[config.mk]
export PLATFORM = sky130hd
export DESIGN_NAME = imem_multiport
export DESIGN_NICKNAME = d
export VERILOG_FILES = /design/src/rtl/imem_multiport.sv
export SDC_FILE = /design/constraint.sdc
export NUM_CORES = 2
export LEC_CHECK = 0
export ABC_CLOCK_PERIOD_IN_PS = 4350
export CORE_ASPECT_RATIO = 0.8
export CORE_UTILIZATION = 45
export DETAILED_ROUTE_END_ITERATION = 7
export GPL_ROUTABILITY_DRIVEN = 1
export RECOVER_POWER = 100
export SLEW_MARGIN = 20
export SYNTH_ARGS = -nofsm -noshare
export SYNTH_HDL_FRONTEND = slang
export SYNTH_SLANG_ARGS = --single-unit
[constraint.sdc]
create_clock -name clk -period 4.35 [get_ports clk]
set_input_delay 1.305 -clock clk [delete_from_list [all_inputs] [get_ports clk]]
set_output_delay 1.305 -clock clk [all_outputs]
set_load 0.01 [all_outputs]
[src/rtl/imem_multiport.sv]
// Shared, loadable instruction memory with one registered read channel per core.
// After reset a sweep fills every word with a NOP. A loader port then writes the program.
// Each read channel returns a valid/error response one cycle after its request and
// keeps a sticky flag once a HALT instruction has been delivered to that core.
module imem_multiport #(
  parameter int              NCORES       = 4,
  parameter int              AW           = 5,
  parameter int              DW           = 32,
  parameter logic [29-AW:0]  BASE_ADDRESS = '0,
  parameter logic [DW-1:0]   NOP_WORD     = DW'(32'h0000F020),
  parameter logic [DW-1:0]   DEFAULT_WORD = DW'(32'h0000FFFF),
  parameter logic [5:0]      HALT_OP      = 6'd63
) (
  input  logic                 clk,
  input  logic                 reset_n,
  output logic                 busy,
  input  logic                 ld_we,
  input  logic [AW-1:0]        ld_addr,
  input  logic [DW-1:0]        ld_data,
  output logic                 ld_ack,
  input  logic [NCORES-1:0]    rd_req,
  input  logic [NCORES*32-1:0] rd_addr,
  output logic [NCORES*DW-1:0] rd_data,
  output logic [NCORES-1:0]    rd_valid,
  output logic [NCORES-1:0]    rd_err,
  output logic [NCORES-1:0]    halt_seen
);

  localparam int DEPTH = 2**AW;
  localparam logic [AW-1:0] LAST = AW'(DEPTH - 1);

  typedef enum logic {INIT, RUN} state_t;

  state_t        state, state_nxt;
  logic [AW-1:0] cnt, cnt_nxt;
  logic          run;

  logic [DW-1:0]     mem [DEPTH];
  logic [NCORES-1:0] addr_bad;
  logic [DW-1:0]     fetch [NCORES];

  assign run  = (state == RUN);
  assign busy = (state == INIT);

  // State and sweep-counter register; reset restarts the NOP sweep from word 0.
  always_ff @(posedge clk) begin
    if (!reset_n) begin
      state <= INIT;
      cnt   <= '0;
    end else begin
      state <= state_nxt;
      cnt   <= cnt_nxt;
    end
  end

  // Next state: INIT walks every word once, then RUN holds until the next reset.
  always_comb begin
    state_nxt = state;
    cnt_nxt   = cnt;
    case (state)
      INIT: begin
        cnt_nxt = cnt + AW'(1);
        if (cnt == LAST) state_nxt = RUN;
      end
      RUN:     state_nxt = RUN;
      default: state_nxt = INIT;
    endcase
  end

  // Storage writes: the sweep owns the array during INIT, the loader owns it in RUN.
  always_ff @(posedge clk) begin
    if (reset_n) begin
      if (state == INIT)
        mem[cnt] <= NOP_WORD;
      else if (ld_we)
        mem[ld_addr] <= ld_data;
    end
  end

  // Per-channel address decode and array lookup; the window compare keeps
  // out-of-range addresses from aliasing onto a valid word.
  always_comb begin
    addr_bad = '0;
    for (int i = 0; i < NCORES; i++) begin
      addr_bad[i] = (rd_addr[32*i +: 2] != 2'b00) ||
                    (rd_addr[32*i+AW+2 +: 30-AW] != BASE_ADDRESS);
      fetch[i]    = mem[rd_addr[32*i+2 +: AW]];
    end
  end

  // Loader acknowledge: one-cycle pulse after each accepted write.
  always_ff @(posedge clk) begin
    if (!reset_n) ld_ack <= 1'b0;
    else          ld_ack <= run && ld_we;
  end

  // Read responses: sampled from the array before this edge's loader write lands,
  // so a same-word collision returns the old contents; idle channels hold data/err.
  always_ff @(posedge clk) begin
    if (!reset_n) begin
      rd_valid  <= '0;
      rd_err    <= '0;
      rd_data   <= '0;
      halt_seen <= '0;
    end else begin
      rd_valid <= rd_req & {NCORES{run}};
      for (int i = 0; i < NCORES; i++) begin
        if (run && rd_req[i]) begin
          if (addr_bad[i]) begin
            rd_err[i]            <= 1'b1;
            rd_data[DW*i +: DW]  <= DEFAULT_WORD;
          end else begin
            rd_err[i]            <= 1'b0;
            rd_data[DW*i +: DW]  <= fetch[i];
            if (fetch[i][31:26] == HALT_OP) halt_seen[i] <= 1'b1;
          end
        end
      end
    end
  end

endmodule

==> impl_metrics.tcl <==
set metrics [dict create \
    end_kind "register" \
    switchingPower_mw 6.468 \
    clk_latency_ns 0.77 \
    post-route-drc-count 0 \
    max_stage_delay_ns 1.31 \
    ir_drop_mv 0.4153 \
    synth_top_area_share_pct 44.91 \
    die_x_um 438.1 \
    cts_setup_buffers 0 \
    n_fill_cell 11790 \
    critPathKind "input pin to register" \
    fin_setup_tns_ns 0 \
    crit_fanout 17 \
    synth.largest_area_cell "edfxtp_1" \
    slowest_stage "clkbuf_1" \
    ys_types 57 \
    path_clk_slew_ns 0.06 \
    grt_max_degree 75 \
    dp.cells 6017 \
    clock-sinks 1171 \
    synth_seq_area_share_pct 49.21 \
    dp_hpwl_um 175000 \
    stdcell_area_um2 79890 \
    arrival_ns 4.53 \
    synthCells 3768 \
    drive_gt1_share_pct 41.26 \
    synth_warnings 0 \
    antenna_left 0 \
    internal_power_mw 20.43 \
    hold_buffers 0 \
    antenna_found_initial 8 \
    fin_ws_ns 0.3671 \
    fin_crit_ns 3.983 \
    finalSetupViolations 0 \
    multi_input_area_um2 32950 \
    viasPerCell 7.474 \
    synth.top_cells.by_count "mux4_2, edfxtp_1, nand2_1" \
    status "finished, violations left" \
    pre_cts_slack_ns 0.2898 \
    grt_use_total_pct 34.78 \
    clock_path_buffers 3 \
    worst_pin_slew_ns 2.076 \
    grt_pass1_wl_um 370200 \
    comb_power_share_pct 11.1 \
    report.final.slew_viol_count 176 \
    crit_buf_inv 2 \
    finalWirelength_um 266100 \
    rsz0062_at_grt "no" \
    synth-edff-count 1024 \
    fin_crit_sh_pct 91.56 \
    syn_to_final_growth_pct 16.68 \
    cts_tree "built" \
    crit_path_start_kind "input pin" \
    swShare_pct 24.05 \
    avgSynthCellArea_um2 18.17 \
    io_pins 314 \
    fin_cells 6256 \
    worstPathRequired_ns 4.90 \
    vias 46760 \
    max-cap-violations 5 \
    cpLargestDelayFamily "buffers and inverters" \
    initial_core_util_pct 45.50 \
    overflow 0 \
    placed_area_um2 75780 \
    p_per_area_nw_per_um2 336.7 \
    p_clk_share_pct 43.7 \
    ys_dominant_reg_cell "edfxtp_1" \
    htree_levels 4 \
    crit_chain "clkdlybuf4s50_1, nor4_1, nand4_1, nor2_4, clkbuf_1, a31oi_1" \
    design.die.area_um2 153700 \
    syn_area_um2 68470 \
    power_frac_seq_pct 45.2 \
    power.leakage_nw 24.30 \
    ys_ff_latch 1171 \
    yosys-top-cells-area "edfxtp_1, mux4_2, dfxtp_1, nand2_1, buf_2" \
    p_total_mw 26.90 \
    final_hold_viol_count 0 \
    fmaxAchievable_mhz 251.1 \
    wl_per_cell_um 42.53 \
    grt_pass1_vias 45160 \
    cts_resized 0 \
    cts_made_buffers 130 \
    reg2reg_setup_slack_ns 0.81 \
    max_slew_margin_pct -38.39 \
    skew_ns 0.03102 \
    rows 127 \
    synth_async_sr_flop_share_pct 0 \
    clockRootBuffer "clkbuf_16" \
    nNetsFinal 4324 \
    routabilityCongestion 0.9088 \
    final_core_util_pct 53.09 \
    io_buffer_count 313 \
    seqCellArea_um2 33690 \
    hold_path.class "register to register" \
    violations "max-capacitance violations, max-slew violations" \
    dr.first_iter.drc_count 8045 \
    die_height_um 350.9 \
    yosysMostFrequentCell "mux4_2" \
    hold_ws_ns 0.4592 \
    firstDrtPassIters 6 \
    core_area_um2 150500 \
    synth_nets 3942 \
]
-- power groups by stage --
stage | clock [mW] | sequential [mW] | combinational, mW
2_1_floorplan | 0 | 12.4 | 1.81
3_3_place_gp | 0 | 12.4 | 2.95
3_5_place_dp | 0 | 12.4 | 2.95
4_1_cts | 11.8 | 12.2 | 2.96
5_1_grt | 12.2 | 12.2 | 3.06
6_report | 11.8 | 12.2 | 2.98
-- cell families (layout without fill, tap and decap cells) --
logic type / after synthesis / in the layout / share of synthesized area, %
AO/OA/AOI/OAI: 327 / 327 / 3.231
XOR/XNOR: 3 / 3 / 0.03838
adder cells (fa/ha/maj): 2 / 2 / 0.03654
buffers and inverters: 380 / 866 / 2.807
flip-flops: 1171 / 1171 / 49.21
multiplexers: 1269 / 1269 / 40.66
other: 0 / 3 / 0
AND/OR/NAND/NOR: 616 / 616 / 4.022
-- flip-flops by register name (all words and copies together) (netlist names) --
register,flops
mem,1024
run,1
cnt,5
ld_ack,1
rd_valid,4
rd_err,4
halt_seen,4
rd_data,128
-- layout by cell type (no fill, tap or decap), drive strengths merged, types with 31 or more instances in the layout --
master	n
mux4	1209
edfxtp	1024
nand2	299
buf	283
clkbuf	217
clkdlybuf4s50	149
dfxtp	147
dlygate4sd3	144
nor2	139
o21ai	77
a22oi	72
a31oi	68
mux2i	52
and2	47
nor2b	36
nor4	33
clkinv	33
a221oi	31
-- worst paths after layout --
| path | cells past startpoint | to | start |
|---|---|---|---|
| max | 6 | rd_data[76] | rd_addr[65] |
| min | 2 | halt_seen[3] | halt_seen[3] |
| max reg2reg | 6 | rd_data[15] | run |
| min reg2reg | 2 | halt_seen[3] | halt_seen[3] |
-- area by class of cell --
cell class | count | share of cell area [%]
clock buffers | 172 | 4.637
repair buffers | 621 | 7.793
diodes | 3 | 0.009397
clock inverters | 64 | 0.9663
inverters | 9 | 0.05012
flip-flops and latches | 1171 | 42.17
multi-input cells | 2217 | 41.24
well taps | 1999 | 3.131
-- worst reg2reg max path, cell delays in order, from the launching register on --
cell and delay [ns]:
dfxtp_1 0.51, buf_4 0.33, and2_1 0.22, nand4_1 0.14, nor2_4 0.32, clkbuf_1 1.51, a31oi_1 0.29
-- routing by layer --
metal	part of all wire [%]	global-route usage (%)
met1	37	49.26
met3	16	13.01
met4	3.6	11.07
met5	0.086	0.8685
met2	44	49.72
Power figures use the tool's default switching activity.
